**src/rtl/tmr_counter_scrub.sv**
```systemverilog
// Triple-redundant counter: bitwise majority vote, word-level fault localisation, repair on every
// edge, persistent/uncorrectable fault detection. Optional injection ports under TMR_FAULT_INJ_EN.
module tmr_counter_scrub #(
    parameter int unsigned WIDTH     = 8,
    parameter int unsigned CNT_W     = 4,
    parameter int unsigned SCRUB_MAX = 3
) (
    input  logic                 clk,
    input  logic                 rst,
    input  logic                 enable,
    input  logic                 clr,
`ifdef TMR_FAULT_INJ_EN
    input  logic                 inj_valid,
    input  logic [1:0]           inj_sel,
    input  logic [WIDTH-1:0]     inj_mask,
`endif
    output logic [WIDTH-1:0]     q_out,
    output logic                 err_valid,
    output logic [2:0]           err_loc,
    output logic                 fail,
    output logic [3*CNT_W-1:0]   err_cnt
);

    localparam int unsigned STREAK_W = $clog2(SCRUB_MAX + 1);

    typedef enum logic [1:0] {
        StRun   = 2'b00,
        StScrub = 2'b01,
        StFail  = 2'b10
    } state_t;

    logic [WIDTH-1:0]    r0, r1, r2;
    logic [WIDTH-1:0]    r0_next, r1_next, r2_next;
    logic [WIDTH-1:0]    voted;
    logic [WIDTH-1:0]    count_next;
    state_t              state, state_next;
    logic [STREAK_W-1:0] streak, streak_next, streak_inc;
    logic                fail_next;
    logic [3*CNT_W-1:0]  err_cnt_next;

    logic                e01, e12, e02;
    logic                all_eq, single, uncorr;
    logic [2:0]          single_loc;

    // Voting and classification
    assign voted      = (r0 & r1) | (r1 & r2) | (r0 & r2);
    assign q_out      = voted;
    assign count_next = voted + {{(WIDTH-1){1'b0}}, enable};

    assign e01 = (r0 == r1);
    assign e12 = (r1 == r2);
    assign e02 = (r0 == r2);

    // Equality is transitive, so the number of equal pairs is 0, 1 or 3.
    assign all_eq = e01 & e12;
    assign single = (e01 ^ e12 ^ e02) & ~all_eq;
    assign uncorr = ~e01 & ~e12 & ~e02;

    always_comb begin
        single_loc = 3'b000;
        if (single) begin
            if (e12) begin
                single_loc = 3'b001;
            end else if (e02) begin
                single_loc = 3'b010;
            end else begin
                single_loc = 3'b100;
            end
        end
    end

    assign err_valid = ~all_eq;
    assign err_loc   = uncorr ? 3'b111 : single_loc;

    // Replica reload: every replica takes the voted value, which repairs a single fault in one edge.
    always_comb begin
        r0_next = count_next;
        r1_next = count_next;
        r2_next = count_next;
`ifdef TMR_FAULT_INJ_EN
        if (inj_valid) begin
            unique case (inj_sel)
                2'd0:    r0_next = count_next ^ inj_mask;
                2'd1:    r1_next = count_next ^ inj_mask;
                2'd2:    r2_next = count_next ^ inj_mask;
                default: ;
            endcase
        end
`endif
    end

    // Per-replica saturating error counters; clr wins, uncorrectable events are not attributed.
    always_comb begin
        err_cnt_next = err_cnt;
        if (clr) begin
            err_cnt_next = '0;
        end else if (single) begin
            for (int i = 0; i < 3; i++) begin
                if (single_loc[i] && (err_cnt[i*CNT_W +: CNT_W] != {CNT_W{1'b1}})) begin
                    err_cnt_next[i*CNT_W +: CNT_W] = err_cnt[i*CNT_W +: CNT_W] + CNT_W'(1);
                end
            end
        end
    end

    assign streak_inc = streak + STREAK_W'(1);

    // Fault-tracking FSM; FAIL entry takes priority over clr.
    always_comb begin
        state_next  = state;
        streak_next = streak;
        fail_next   = fail;
        unique case (state)
            StRun: begin
                if (uncorr) begin
                    state_next = StFail;
                    fail_next  = 1'b1;
                end else if (clr) begin
                    streak_next = '0;
                end else if (single) begin
                    state_next  = StScrub;
                    streak_next = STREAK_W'(1);
                end
            end
            StScrub: begin
                if (uncorr) begin
                    state_next = StFail;
                    fail_next  = 1'b1;
                end else if (clr) begin
                    state_next  = StRun;
                    streak_next = '0;
                end else if (single) begin
                    streak_next = streak_inc;
                    if (streak_inc == STREAK_W'(SCRUB_MAX)) begin
                        state_next = StFail;
                        fail_next  = 1'b1;
                    end
                end else begin
                    state_next  = StRun;
                    streak_next = '0;
                end
            end
            StFail: begin
                fail_next = 1'b1;
                if (clr && !uncorr) begin
                    state_next  = StRun;
                    fail_next   = 1'b0;
                    streak_next = '0;
                end
            end
            default: begin
                // Corrupted state encoding is treated as a hard failure.
                state_next = StFail;
                fail_next  = 1'b1;
            end
        endcase
    end

    always_ff @(posedge clk or posedge rst) begin
        if (rst) begin
            r0      <= '0;
            r1      <= '0;
            r2      <= '0;
            state   <= StRun;
            streak  <= '0;
            fail    <= 1'b0;
            err_cnt <= '0;
        end else begin
            r0      <= r0_next;
            r1      <= r1_next;
            r2      <= r2_next;
            state   <= state_next;
            streak  <= streak_next;
            fail    <= fail_next;
            err_cnt <= err_cnt_next;
        end
    end

    a_loc_consistent: assert property (@(posedge clk) disable iff (rst)
        err_valid == (err_loc != 3'b000));
    a_fail_matches_state: assert property (@(posedge clk) disable iff (rst)
        fail == (state == StFail));

endmodule

```
**config.mk**
```make
export PLATFORM = sky130hd
export DESIGN_NAME = tmr_counter_scrub
export DESIGN_NICKNAME = d
export VERILOG_FILES = /design/src/rtl/tmr_counter_scrub.sv
export SDC_FILE = /design/constraint.sdc
export NUM_CORES = 1
export LEC_CHECK = 0
export CORE_UTILIZATION = 38
export CTS_CLUSTER_DIAMETER = 100
export DETAILED_ROUTE_END_ITERATION = 8
export MAX_ROUTING_LAYER = met4
export PLACE_DENSITY_LB_ADDON = 0.12
export SYNTH_ARGS = -nofsm -noshare
export SYNTH_HDL_FRONTEND = slang
export SYNTH_SLANG_ARGS = --single-unit
```
**constraint.sdc**
```tcl
create_clock -name clk -period 2.9 [get_ports clk]
set_clock_uncertainty 0.15 [all_clocks]
set_input_delay 0.58 -clock clk [delete_from_list [all_inputs] [get_ports clk]]
set_output_delay 0.58 -clock clk [all_outputs]
set_load 0.01 [all_outputs]
```
==> results_dict.tcl, run 1 <==
set metrics [dict create \
    critical_path.top_delay_family "buffers and inverters" \
    cp.arrival_ns 1.24 \
    slowest_stage "clkdlybuf4s50_1" \
    fin_util 0.515 \
    num_antenna_cells 0 \
    power_density_nw_per_um2 853 \
    dp_slack_ns 0.839 \
    place.gp.congestion 0.699 \
    areaGrowthSynthToFinish_pct 19.0 \
    wl_per_cell_microns 8.78 \
    placed_cells 71 \
    setup_viol 0 \
    outcome "complete, no violations" \
    vdd_drop_max_mv 0.391 \
    overflow 0 \
    max_clock_freq_ghz 0.508 \
    clk_path_buf_depth 2 \
    yosysTopAreaCellShare 0.494 \
    final.min_clock_period_ns 1.97 \
    cp_max_fo 5 \
    maxSlewViolCount 0 \
    grt_first_pass_wirelength_microns 1080 \
    seq_area_frac_synth 0.494 \
    fin_setup_tns_ns 0 \
    worst-r2r-cell-count 5 \
    postCtsHoldBufs 0 \
    cts_max_level 1 \
    wirelength_microns 650 \
    ys_ff_latch 10 \
    insertion_delay_ns 0.26 \
    power.total_mw 0.514 \
    cts_sinks 10 \
    route.detailed.drc 0 \
    layout_setup_ws_ns 0.930 \
    grt_pass1_vias 250 \
    ant_nets 0 \
    worstHoldPathType "reg2reg" \
    portBuffers 12 \
    hold_slack_ns 0.317 \
    grt_use_total 0.122 \
    clk_pin_slew_worst_paths_ns 0.06 \
    multi_input_area_sq_um 185 \
    synth_area_sq_um 507 \
    cts_resized 0 \
    synthCells 46 \
    max_stage_delay_ns 0.57 \
    cp-start-kind "flop" \
    fin_area_sq_um 603 \
    place_area_sq_um 581 \
    drtPass1Iterations 4 \
    fin_nets 68 \
    cts_tree "yes" \
    maxCapViolCount 0 \
    clockRootBuffer "clkbuf_4" \
    leakagePower_nw 0.300 \
    core_sq_um 1170 \
    period_share 0.679 \
    crit_type "reg2out" \
    synth_warnings 0 \
    dr_total_vias 307 \
    io_pins 29 \
    dieArea_sq_um 1480 \
    path_depth 1 \
    antenna_found_initial 0 \
    regArea_sq_um 250 \
    placementRows 12 \
    hold_depth 1 \
    synth_area_leaders "dfrtp_1 (49%), buf_4 (24%), xnor2_1 (6.9%)" \
    ys_types 13 \
    num-fill-cells 120 \
    cts_setup_buffers 0 \
    cp_num_buf_inv 1 \
    viasPerCell 4.15 \
    end_kind "output port" \
    initialDrtViolationCount 4 \
    synth_largest_area_cell "dfrtp_1" \
    cts_buffers 3 \
    layout-drive-gt1-share 0.0500 \
    initial_core_util 0.433 \
    rsz0062_at_grt "no" \
    syn_area_per_cell_sq_um 11.0 \
    fin_cells 74 \
    path_cells "clkdlybuf4s50_1" \
    hold_viol_final 0 \
    required_ns 2.17 \
    grt_max_degree 11 \
    die_w_microns 38.5 \
    die_h_microns 38.5 \
]
==> report_power, final <==
| group | switching [mW] | total (mW) | internal [mW] |
|---|---|---|---|
| logic | 0.0744 | 0.187 | 0.113 |
| clock network | 0.0422 | 0.0899 | 0.0477 |
| registers | 0.0498 | 0.237 | 0.187 |
==> synth_stat cells <==
cell type / count
a21o_1: 1
and4_1: 1
buf_4: 16
conb_1: 1
dfrtp_1: 10
ha_1: 2
inv_1: 2
nand2_1: 2
nand3_1: 2
nand4_1: 1
nor2_1: 2
xnor2_1: 4
xor2_1: 2
==> state kept, by name, indices dropped and copies added (netlist names) <==
register / count
r2: 8
fail: 1
state: 1
==> cells by family after synthesis <==
family	synth area share
buffers and inverters	0.252
other	0.00740
DFF	0.494
and+or+nand+nor	0.0790
AOI/OAI and AO/OA	0.0148
xor gates and xnor gates	0.104
adders and majority gates	0.0494
==> worst paths after layout <==
path	slack, ns	endpoint	start
max	0.93	q_out[2]	r2[2]
max in group asynchronous	1.89	r2[4]	rst
min	0.32	r2[7]	r2[7]
max reg2reg	1.52	r2[6]	r2[0]
min in group asynchronous	0.44	r2[7]	rst
min reg2reg	0.32	r2[7]	r2[7]
==> metal layers <==
metal	wire length, microns	vias up	GRT usage
li1	-	141	-
met1	313	138	0.149
met2	247	24	0.150
met3	67	4	0.0523
met4	22	0	0.103
met5	0	-	-
==> cells in the final DEF, fill, tap and decap left out, drive strengths merged <==
| cell | n |
|---|---|
| nand4 | 1 |
| nand3 | 2 |
| inv | 2 |
| a21o | 1 |
| nand2 | 2 |
| dfrtp | 10 |
| conb | 16 |
| xnor2 | 4 |
| clkdlybuf4s50 | 12 |
| clkbuf | 3 |
| and4 | 1 |
| ha | 2 |
| xor2 | 2 |
| nor2 | 2 |
==> layout make-up <==
class | count | area share
Clock buffer | 3 | 0.0373
Inverter | 2 | 0.0124
Multi-Input combinational cell | 33 | 0.307
Sequential cell | 10 | 0.415
Tap cell | 14 | 0.0290
Timing Repair Buffer | 12 | 0.199
Note: power is estimated with default switching activity, not from simulation.
==> inputs of run 2 (changes only) <==
Settings changed: CORE_UTILIZATION 38 to 36.
Clock period 2.9 ns to 1.9 ns, I/O delays scaled along.
==> results_dict.tcl, run 2 (synthesis results as in run 1) <==
set metrics [dict create \
    outcome "complete, no violations" \
    max_stage_delay_ns 0.57 \
    cp_max_fo 5 \
    placementRows 13 \
    dieArea_sq_um 1560 \
    fin_setup_tns_ns 0 \
    core_sq_um 1300 \
    cts_tree "yes" \
    areaGrowthSynthToFinish_pct 23.5 \
    seqPwrFrac 0.427 \
    viasPerCell 4.05 \
    clockRootBuffer "clkbuf_4" \
    overflow 0 \
    top_regs "r2 x8, fail x1, state x1" \
    drtPass1Iterations 2 \
    hold_viol_final 0 \
    leakagePower_nw 0.313 \
    hpwl_microns 512 \
    cts_setup_buffers 0 \
    cp-start-kind "flop" \
    critical_path.top_delay_family "buffers and inverters" \
    met1Wirelength_microns 283 \
    wirelength_microns 681 \
    switching_power_mw 0.264 \
    end_kind "output port" \
    switching_share 0.313 \
    cts_sinks 10 \
    rr_startpoint "r2[0]" \
    final_common_cell "conb_1" \
    die_w_microns 39.5 \
    antenna_found_initial 0 \
    setup_viol 0 \
    rsz0062_at_grt "no" \
    r2r-end "r2[6]" \
    die_h_microns 39.5 \
    largest_reg_flops 8 \
    ant_nets 0 \
    vdd_drop_max_mv 0.786 \
    place.gp.congestion 0.607 \
    final_cell_mix "conb_1 (16), clkdlybuf4s50_1 (12), dfrtp_1 (10)" \
    worstHoldPathType "in2async" \
    fin_area_sq_um 626 \
    clk_path_buf_depth 2 \
    fin_util 0.481 \
    dr_wl_met3_microns 75 \
    placed_cells 73 \
    maxSlewViolCount 0 \
    max_clock_freq_ghz 0.561 \
    clk_pin_slew_worst_paths_ns 0.06 \
    num-fill-cells 119 \
    cts_resized 0 \
    dr_total_vias 312 \
    power_frac_comb 0.349 \
    fin_cells 77 \
    dr_wl_met2_microns 291 \
    num_antenna_cells 0 \
    postCtsHoldBufs 0 \
    grt_max_degree 11 \
    period_share 0.938 \
    place_area_sq_um 589 \
    hold_slack_ns 0.232 \
    initial_core_util 0.389 \
    clkPwrFrac 0.224 \
    maxCapViolCount 0 \
    insertion_delay_ns 0.27 \
    crit_type "reg2out" \
    worst-r2r-cell-count 5 \
    cp_num_buf_inv 1 \
    final.min_clock_period_ns 1.78 \
    power_density_nw_per_um2 1350 \
    layout-drive-gt1-share 0.0806 \
    wl_per_cell_microns 8.84 \
    io_pins 29 \
    power.total_mw 0.845 \
    dp_slack_ns 0.0365 \
    required_ns 1.37 \
    initialDrtViolationCount 1 \
    cts_max_level 1 \
    top_register "r2" \
    grt_use_total 0.133 \
    layout_setup_ws_ns 0.119 \
    route.detailed.drc 0 \
    highest_layer "met4" \
    grt_pass1_vias 257 \
    p_int_mw 0.581 \
    r2r_slack_ns 0.53 \
    portBuffers 12 \
    cp.arrival_ns 1.25 \
    slowest_stage "clkdlybuf4s50_1" \
    cts_buffers 3 \
    grt_first_pass_wirelength_microns 1170 \
    path_cells "clkdlybuf4s50_1" \
    fin_nets 69 \
]
==> run 2: cell type report <==
type,count,area (sq um),area share
flip-flops and latches,10,250,0.400
clock buffers,4,36.3,0.0580
repair buffers,13,128,0.204
well taps,15,18.8,0.0300
inverters,2,7.51,0.0120
multi-input cells,33,185,0.296
==> run 2: power by group through the flow <==
stage / registers [mW] / logic, mW / clock network [mW]
6_report: 0.361 / 0.295 / 0.190
5_1_grt: 0.375 / 0.321 / 0.208
4_1_cts: 0.363 / 0.300 / 0.199
3_5_place_dp: 0.366 / 0.295 / 0
3_3_place_gp: 0.367 / 0.292 / 0
2_1_floorplan: 0.390 / 0.117 / 0
==> run 2: layer usage <==
layer / GRT usage / vias up
met5: - / -
met1: 0.145 / 141
met4: 0.129 / 0
met3: 0.0852 / 5
li1: - / 145
met2: 0.156 / 21
==> run 2: worst max-delay path by stage <==
stage                          end   start  depth (start not counted)  slack [ns]
final                     q_out[2]   r2[2]                          1        0.12
after global routing      q_out[2]   r2[2]                          1        0.06
after CTS                 q_out[2]   r2[2]                          1        0.10
after detailed placement     r2[6]  enable                          6        0.04
after global placement       r2[6]  enable                          6        0.04
after floorplan              r2[6]   r2[0]                          5        0.53
==> inputs of run 3 (changes only) <==
Settings changed: GPL_ROUTABILITY_DRIVEN from default to 0.
==> results of run 3 <==
No change in the layout: final DEF, timing and power equal those of run 2.
==> edit, RTL diff (settings of run 2) <==
The parameter `WIDTH` goes from 8 to 10.
--- a/src/rtl/tmr_counter_scrub.sv
+++ b/src/rtl/tmr_counter_scrub.sv
@@ -1,7 +1,7 @@
 // Triple-redundant counter: bitwise majority vote, word-level fault localisation, repair on every
 // edge, persistent/uncorrectable fault detection. Optional injection ports under TMR_FAULT_INJ_EN.
 module tmr_counter_scrub #(
-    parameter int unsigned WIDTH     = 8,
+    parameter int unsigned WIDTH     = 10,
     parameter int unsigned CNT_W     = 4,
     parameter int unsigned SCRUB_MAX = 3
 ) (
Interface: changed (resized q_out); port bits go from 29 to 31. No check against the original RTL was run, so the function may have changed too.
==> edit against run 2 <==
  * The flow now finishes with violations (DRC)
  * Worst hold slack better by 0.026 ns
  * Fmax is 3.5% lower
  * Design area is 21% higher
  * Critical path depth stayed put
  * Area after synthesis is 21% higher
  * Worst setup slack worse by 0.064 ns
  * Total power is 11% higher
  * First-iteration DRC count grew to 13 times the old value
  * Wire length is 24% higher
  * Sequential cell count is 2 higher
  * Final cell count is 18% higher
  * Critical path type unchanged
  * Largest power group unchanged
==> edit: results (changes against run 2) <==
Clock tree
  – Clock Pin Slew Worst Setup and Hold Paths: 0.08 ns (+0.02 ns)

Detailed routing
  – Remaining DRCs: 10 (+10)
  – M1 wire length: 428 µm (+51%)
  – Final wirelength: 844 µm (+24%)
  – Vias/cell: 4.03 (-0.47%)
  – Met3 wire length: 53 µm (-29%)
  – WL per Instance: 9.27 µm (+4.9%)

Global routing
  – Vias in the first global route: 305 (+19%)
  – First-pass GRT wire length: 1300 µm (+11%)
  – Largest net degree at the start of global routing: 13 (+2)

Run status
  – Status: finished with violations
  – Failing checks: DRC

Placed design
  – DP Worst Slack: -0.0225 ns (-0.0590 ns)
  – Post-DP HPWL: 638 µm (+24%)
  – PortBufs: 14 (+2)
  – Placed cell count: 87 (+19%)
  – Routability cong.: 0.654 (+7.7%)

Power and ir drop
  – Leak: 0.369 nW (+18%)

Critical path
  – WP data arrival: 1.32 ns (+0.07 ns)
  – Critical Path Fanout Max: 7 (+2)
  – FF-to-FF setup slack: 0.48 ns (-0.05 ns)

Synthesis
  – Sequential area share after synthesis: 48.8% (-0.60 points)
  – XOR/XNOR Fraction of Synth Area: 11.4% (+1.0 points)
  – Post-synthesis compound-gate area fraction: 1.22% (-0.26 points)
  – Synth top cells by count: buf_4, dfrtp_1, xnor2_1

Layout
  – Share of post-route cells with drive strength above 1: 9.33% (+1.3 points)
-- edit: cell count changes after synthesis, sizes merged --
cell	run 2	this run
nand4	1	2
nor4	0	1
xnor2	4	5
nor2	2	3
dfrtp	10	12
nand3	2	4
xor2	2	3
inv	2	4
-- edit: worst min-delay path by stage --
stage | startpoint | end | slack (ns) | depth (start not counted)
final | rst | r2[6] | 0.26 | 2
after global routing | rst | r2[3] | 0.31 | 2
after CTS | rst | r2[5] | 0.28 | 2
after detailed placement | r2[9] | r2[9] | 0.31 | 1
after global placement | r2[9] | r2[9] | 0.31 | 1
after floorplan | rst | fail | 0.09 | 1
-- edit: cell families after synthesis --
logic type | after synthesis
buf+inv | 20
simple gates | 13
compound gates | 1
flops | 12
other cells | 1
fa+ha+maj | 2
xor+xnor | 8
-- edit: power breakdown --
part | total (mW) | switching, mW | internal [mW]
Combinational | 0.308 | 0.125 | 0.183
Sequential | 0.427 | 0.0988 | 0.328
Clock | 0.200 | 0.0842 | 0.116
-- edit: metal layers --
layer / vias up / global-route usage, %
li1: 188 / -
met2: 17 / 13.0
met3: 0 / 2.50
met5: - / -
met4: 0 / 7.50
met1: 162 / 13.6
-- edit: final cells by class --
class | instances | area, µm²
Clock buffer | 4 | 36.3
Fill cell | 157 | 803
Inverter | 4 | 15.0
Multi-Input combinational cell | 40 | 236
Sequential cell | 12 | 300
Tap cell | 16 | 20.0
Timing Repair Buffer | 15 | 148
-- edit: per-stage QoR --
stage,util [%],total power [mW],hold WS [ns],setup TNS (ns)
final,48.5,0.935,0.257,0
after global routing,48.5,0.993,0.314,0
after CTS,48.5,0.943,0.278,0
after detailed placement,46.1,0.739,0.312,-0.0317
after global placement,46.1,0.736,0.308,-0.0198
after floorplan,-,0.578,0.0947,0
